**config.mk**
```make
export PLATFORM = sky130hd
export DESIGN_NAME = tone_sequencer
export DESIGN_NICKNAME = d
export VERILOG_FILES = /design/src/rtl/tone_sequencer.sv
export SDC_FILE = /design/constraint.sdc
export NUM_CORES = 1
export LEC_CHECK = 0
export CAP_MARGIN = 40
export CORE_ASPECT_RATIO = 1.5
export CORE_MARGIN = 2
export CORE_UTILIZATION = 45
export DETAILED_ROUTE_END_ITERATION = 12
export PLACE_DENSITY_LB_ADDON = 0.08
export SLEW_MARGIN = 20
export SYNTH_ARGS = -nofsm -noshare
export SYNTH_HDL_FRONTEND = slang
export SYNTH_SLANG_ARGS = --single-unit
export TNS_END_PERCENT = 50
```
**constraint.sdc**
```tcl
create_clock -name clk_i -period 3.42 [get_ports clk_i]
set_clock_uncertainty 0.15 [all_clocks]
set_input_delay 0.513 -clock clk_i [delete_from_list [all_inputs] [get_ports clk_i]]
set_output_delay 0.513 -clock clk_i [all_outputs]
set_load 0.02 [all_outputs]
```
**src/rtl/tone_sequencer.sv**
```systemverilog
// Tone sequencer: buffers (half-period, duration) note commands and plays them as a square wave.
// Define SOUNDGEN_GAP_EN to insert GAP_TICKS ticks of silence after every note.
module tone_sequencer #(
  parameter int PW         = 16,
  parameter int LW         = 8,
  parameter int DEPTH_LOG2 = 2,
  parameter int GAP_TICKS  = 4
) (
  input  logic                  clk_i,
  input  logic                  rst_i,
  input  logic                  enable_i,
  input  logic                  tick_i,
  input  logic                  cmd_valid_i,
  output logic                  cmd_ready_o,
  input  logic [PW-1:0]         cmd_period_i,
  input  logic [LW-1:0]         cmd_len_i,
  output logic                  tone_o,
  output logic                  busy_o,
  output logic                  note_done_o,
  output logic [DEPTH_LOG2:0]   level_o
);
  localparam int DEPTH = 2 ** DEPTH_LOG2;

  if (GAP_TICKS < 0) begin : g_bad_gap
    $error("GAP_TICKS must be non-negative");
  end

  typedef enum logic [1:0] {IDLE, LOAD, PLAY, GAP} state_t;
  state_t state, state_nx;

  logic [PW-1:0]         fifo_per [DEPTH];
  logic [LW-1:0]         fifo_len [DEPTH];
  logic [DEPTH_LOG2-1:0] wr_ptr, rd_ptr;
  logic [DEPTH_LOG2:0]   count;
  logic                  full, push, pop;
  logic [PW-1:0]         head_per, period_r, per_cnt;
  logic [LW-1:0]         head_len, remaining;
  logic                  note_end, skip_pend, select;

  assign full        = (count == (DEPTH_LOG2+1)'(DEPTH));
  assign cmd_ready_o = !full;
  assign push        = cmd_valid_i && !full;
  assign pop         = (state == LOAD);
  assign head_per    = fifo_per[rd_ptr];
  assign head_len    = fifo_len[rd_ptr];
  assign level_o     = count;
  assign busy_o      = (state != IDLE);
  assign note_end    = (state == PLAY) && tick_i && (remaining == LW'(1));

  always_ff @(posedge clk_i) begin
    if (push) begin
      fifo_per[wr_ptr] <= cmd_period_i;
      fifo_len[wr_ptr] <= cmd_len_i;
    end
  end

  always_ff @(posedge clk_i or posedge rst_i) begin
    if (rst_i) begin
      wr_ptr <= '0;
      rd_ptr <= '0;
      count  <= '0;
    end else begin
      if (push) wr_ptr <= wr_ptr + DEPTH_LOG2'(1);
      if (pop)  rd_ptr <= rd_ptr + DEPTH_LOG2'(1);
      case ({push, pop})
        2'b10:   count <= count + (DEPTH_LOG2+1)'(1);
        2'b01:   count <= count - (DEPTH_LOG2+1)'(1);
        default: ;
      endcase
    end
  end

`ifdef SOUNDGEN_GAP_EN
  localparam int GW = (GAP_TICKS > 1) ? $clog2(GAP_TICKS) : 1;
  logic [GW-1:0] gap_cnt;
  logic          gap_done;

  assign gap_done = (GAP_TICKS == 0) || (tick_i && gap_cnt == GW'(GAP_TICKS - 1));

  always_ff @(posedge clk_i or posedge rst_i) begin
    if (rst_i)               gap_cnt <= '0;
    else if (state != GAP)   gap_cnt <= '0;
    else if (tick_i)         gap_cnt <= gap_cnt + GW'(1);
  end
`endif

  always_comb begin
    state_nx = state;
    select   = 1'b0;
    case (state)
      IDLE: if (enable_i && count != '0) state_nx = LOAD;
      LOAD: state_nx = (head_len == '0) ? IDLE : PLAY;
      PLAY: begin
        if (note_end) begin
`ifdef SOUNDGEN_GAP_EN
          state_nx = GAP;
`else
          select = 1'b1;
`endif
        end
      end
`ifdef SOUNDGEN_GAP_EN
      GAP:  if (gap_done) select = 1'b1;
`endif
      default: state_nx = IDLE;
    endcase
    // enable_i only gates the start of the next note, never the current one
    if (select) state_nx = (enable_i && count != '0) ? LOAD : IDLE;
  end

  always_ff @(posedge clk_i or posedge rst_i) begin
    if (rst_i) begin
      state       <= IDLE;
      tone_o      <= 1'b0;
      note_done_o <= 1'b0;
      skip_pend   <= 1'b0;
      period_r    <= '0;
      per_cnt     <= '0;
      remaining   <= '0;
    end else begin
      state       <= state_nx;
      // a zero-length note reports done one cycle after the IDLE it drops into
      skip_pend   <= pop && (head_len == '0);
      note_done_o <= note_end || skip_pend;
      case (state)
        LOAD: begin
          period_r  <= head_per;
          remaining <= head_len;
          per_cnt   <= '0;
          tone_o    <= 1'b0;
        end
        PLAY: begin
          if (note_end) begin
            tone_o <= 1'b0;
          end else begin
            if (tick_i) remaining <= remaining - LW'(1);
            if (period_r != '0) begin
              if (per_cnt == period_r - PW'(1)) begin
                per_cnt <= '0;
                tone_o  <= ~tone_o;
              end else begin
                per_cnt <= per_cnt + PW'(1);
              end
            end
          end
        end
        default: tone_o <= 1'b0;
      endcase
    end
  end
endmodule
```
* After elaboration in Yosys (flattened, before gate mapping) *
Memory sizes are Yosys's and may differ from the RTL's. A register that Yosys moved wholly into a read port is not among the register bits.
Index checks and enable logic that the tools add are counted.

operators by class
  equal/unequal tests = 14
  multiplexer cells = 21
  add/sub/neg operators = 7
  bitwise logic cells = 1
  reductions and logical operators = 18

operator list
  cell                   number
  $mux 16                3
  $pmux 16 s2            1
  $add 16x1->16 const B  1
  $eq 16x16->1           1
  $mux 8                 2
  $pmux 8 s2             1
  $reduce_bool 16->1     1
  $sub 16x1->16 const B  1
  $mux 1                 9
  $eq 8x1->1 const B     1
  $logic_not 8->1        1
  $sub 8x1->8 const B    1
  $mux 2                 3
  $ne 2x2->1 const B     3
  $ne 3x2->1 const B     2
  $pmux 2 s3             1
  $pmux 3 s2             1
  $reduce_and 3->1       2
  $reduce_bool 2->1      3
  $logic_and 1x1->1      5
  $add 2x1->2 const B    2
  $eq 2x1->1 const B     2
  $eq 2x2->1 const B     2
  $reduce_and 2->1       2
  10 further kinds       10

word-level totals
  memories kept = 2
  word-level logic and storage cells = 72
  register bits = 36
  output and inout port bits = 7
  bits in writable memories = 96
  input port bits = 29

memories
  name      words  width  rd ports  clocked after memory_dff  wr ports  RTL line  text
  fifo_per  4      16     1         1                         1         31        logic [PW-1:0] fifo_per [DEPTH];
  fifo_len  4      8      1         0                         1         32        logic [LW-1:0] fifo_len [DEPTH];

* Longest topological paths before layout *
  depth in word-level cells = 7
  mapped depth = 11
  gate-level depth less buffers = 10

* Worst setup path after synthesis *
Ideal clock, no wire load.

  kind = register -> register
  start = reg period_r[0], read port of fifo_per
  end = reg per_cnt[4]
  slack = 511 ps
  setup time = 121 ps
  data arrival time = 2638 ps
  buffers on the path = 2
  data required time = 3149 ps
  cell stages (with the launch flop) = 11
  path through = dfrtp_1 inv_1 ha_1 clkbuf_1 or3b_2 or4_1 a211oi_1 or2_4 a41oi_4 buf_6 a22o_1

between the ends
  word-level cells in the longest chain between the ends = 6

RTL lines
  item                  RTL line  text
  start, declared       36        logic [PW-1:0] head_per, period_r, per_cnt;
  $sub 16x1->16         138       if (per_cnt == period_r - PW'(1)) begin
  $eq 16x16->1          138
  $mux 16               138
  $mux 16               137       if (period_r != '0) begin
  $mux 16               133       if (note_end) begin
  $pmux 16 s2           125       case (state)
  end signal, assigned  142       per_cnt <= per_cnt + PW'(1);
  end, declared         36

Several ways; a longest one is shown, not always the timed one. The select of a mux whose other input is x is not followed.
A chain may end at the register's enable or synchronous reset.

* Worst setup path after layout *
  start = reg period_r[0], read port of fifo_per
  end = reg per_cnt[6]

Same word-level chain as after synthesis.

==> flow_metrics.env <==
export IMPL_status="complete, no violations"
export IMPL_power_total_mw=6.76
export IMPL_synth_edf_count=96
export IMPL_fin_ws_ns=0.496
export IMPL_port_buffers=35
export IMPL_grt_usage=0.171
export IMPL_drc_errors=0
export IMPL_grt_start_max_net_pins=26
export IMPL_cts_max_level=4
export IMPL_dieArea_um2=16000
export IMPL_p_sw_mw=2.27
export IMPL_fp_row_count=54
export IMPL_ys_seq_elements=148
export IMPL_power_leakage_nw=2.89
export IMPL_synth_flop_cell="edfxtp_1"
export IMPL_multiInputGateArea_um2=2360
export IMPL_ctsRootBufferMaster="clkbuf_16"
export IMPL_finalCriticalPeriod_ns=2.92
export IMPL_setup_viol=0
export IMPL_cts_setup_buffers=0
export IMPL_finalHoldViolCount=0
export IMPL_totalWireLength_um=12700
export IMPL_intPower_mw=4.50
export IMPL_hp_class="primary input to asynchronous set/reset pin"
export IMPL_diodes=0
export IMPL_dp_cells=706
export IMPL_antenna_found_initial=0
export IMPL_hpwl_um=8770
export IMPL_placed_area_um2=7350
export IMPL_syn_avg_cell_area_um2=14.0
export IMPL_grt_pass1_vias=4129
export IMPL_final_common_cell="edfxtp_1"
export IMPL_final_seq_area_um2=4180
export IMPL_wire_per_inst_um=17.3
export IMPL_syn_nets=524
export IMPL_combPwrFrac=0.328
export IMPL_grt_pass1_wl_um=21200
export IMPL_cts_resized_gates=0
export IMPL_final_cells=737
export IMPL_synthArstFlopShare=0.351
export IMPL_numCtsBuffers=17
export IMPL_syn_to_final_growth_pct=17.4
export IMPL_cts_tree="yes"
export IMPL_ys_seq_area_frac=0.619
export IMPL_fin_area_um2=7930
export IMPL_start_util=0.463
export IMPL_ant_nets=0
export IMPL_tns_ns=0
export IMPL_netSwitchingFraction=0.335
export IMPL_final_util=0.543
export IMPL_grt_overflow=0
export IMPL_whs_ns=0.208
export IMPL_worstPathArrival_ns=3.06
export IMPL_p_seq_frac=0.404
export IMPL_via_per_inst=5.45
export IMPL_slew_headroom=0.564
export IMPL_cts_hold_buffers=0
export IMPL_crit_type="flip-flop to flip-flop"
export IMPL_worstMarginPinSlew_ns=0.648
export IMPL_core_area_um2=14600
export IMPL_clock_path_buffers=2
export IMPL_clock_latency_ns=0.41
export IMPL_ys_warn_count=0
export IMPL_ir_drop_uv=349
export IMPL_post_route_period_util=0.855
export IMPL_drtIter0Drc=132
export IMPL_netlist_cell_type_count=59
export IMPL_syn_cell_area_um2=6760
export IMPL_filler_cell_count=1266
export IMPL_drv_cap=0
export IMPL_dr_pass1_iters=5
export IMPL_rsz0062_at_grt="false"
export IMPL_layout_drive_gt1_share=0.172
export IMPL_syn_inst=482
export IMPL_crit_fanout=9
export IMPL_dieWidth_um=104
export IMPL_pre_cts_ws_ns=0.487
export IMPL_fmax_mhz=342
export IMPL_layout_common_cells="96 x edfxtp_1, 52 x dfrtp_1, 36 x nand2_1"
export IMPL_clkPwrFrac=0.268
export IMPL_powerDensity_nw_per_um2=853
export IMPL_start_kind="flip-flop"
export IMPL_clkSinkCount=148
export IMPL_vias=4019
export IMPL_worst_ep_required_time_ns=3.56
export IMPL_endpoint_kind="flip-flop"
export IMPL_layout_nets=571
export IMPL_routabilityCongestion=0.840
export IMPL_clk_pin_slew_ns=0.06
export IMPL_die_h_um=154
export IMPL_ios=36
export IMPL_slew_violations=0
-- path summary, 6_finish.rpt --
path | startpoint | cells past startpoint | to | slack, ns
setup / recovery | period_r[0]$_DFFE_PP0N_ | 10 | per_cnt[6]$_DFFE_PP0P_ | 0.50
hold / removal | rst_i | 2 | state[0]$_DFFE_PP0P_ | 0.21
setup reg to reg | period_r[0]$_DFFE_PP0N_ | 10 | per_cnt[6]$_DFFE_PP0P_ | 0.50
hold reg to reg | skip_pend$_DFF_PP0_ | 1 | note_done_o$_DFF_PP0_ | 0.31
max in group asynchronous | rst_i | 3 | period_r[7]$_DFFE_PP0N_ | 2.32
min in group clk_i | skip_pend$_DFF_PP0_ | 1 | note_done_o$_DFF_PP0_ | 0.31
-- metal layers --
metal	wire length, um	vias up	global-route usage	part of all wire
met5	0	-	0	0
met4	230	0	0.0695	0.018
met3	312	14	0.0407	0.025
met2	6560	54	0.295	0.51
met1	5630	2020	0.207	0.44
li1	-	1931	-	-
-- synth_stat cells (8+ instances only) --
master | n | area share
a21oi_1 | 19 | 0.014
and3_1 | 8 | 0.0074
clkbuf_1 | 11 | 0.0061
dfrtp_1 | 52 | 0.19
edfxtp_1 | 96 | 0.43
ha_1 | 12 | 0.022
inv_1 | 27 | 0.015
mux2_2 | 12 | 0.020
mux4_2 | 24 | 0.080
nand2_1 | 36 | 0.020
nand3_1 | 17 | 0.013
nor2_1 | 10 | 0.0056
o21ai_0 | 13 | 0.0096
o22ai_1 | 8 | 0.0074
or3_1 | 9 | 0.0083
xnor2_1 | 8 | 0.010
xor2_1 | 14 | 0.018
-- area by class of cell --
class / instances / area share
Clock buffer: 17 / 0.0536
Inverter: 27 / 0.0128
Sequential cell: 148 / 0.528
Timing Repair Buffer: 50 / 0.0584
Tap cell: 196 / 0.0309
Clock inverter: 14 / 0.0192
Multi-Input combinational cell: 285 / 0.298
-- sequential cells by signal (all words and copies together) (netlist names) --
name and flops:
rd_ptr 2, remaining 8, tone_o 1, skip_pend 1, per_cnt 16, note_done_o 1, level_o 3, wr_ptr 2
state 2, fifo_len 32, fifo_per 64, period_r 16
-- power groups by stage --
stage	Sequential (mW)	Clock (mW)	Combinational, mW
5_1_grt	2.80	1.95	2.46
3_3_place_gp	2.75	0	2.20
3_5_place_dp	2.77	0	2.24
2_1_floorplan	2.63	0	1.75
6_report	2.73	1.81	2.22
4_1_cts	2.74	1.86	2.25
-- worst max-delay path: stages (launching register included) --
cell and delay (ns):
dfrtp_1 0.44, inv_1 0.10, ha_1 0.16, or3b_2 0.47
or4_1 0.42, a211oi_1 0.24, or2_4 0.17, a41oi_4 0.20
buf_4 0.23, a21oi_1 0.12, o22ai_1 0.10
-- logic make-up after synthesis --
kind of cell               after synthesis  synth area share
DFF                                    148             0.619
muxes                                   40             0.106
and+or+nand+nor                        134             0.111
xor gates and xnor gates                23            0.0319
adders and majority gates               13            0.0252
AOI/OAI and AO/OA                       75            0.0756
buffers and inverters                   49            0.0315
No activity file was read; power rests on OpenSTA's default activity.
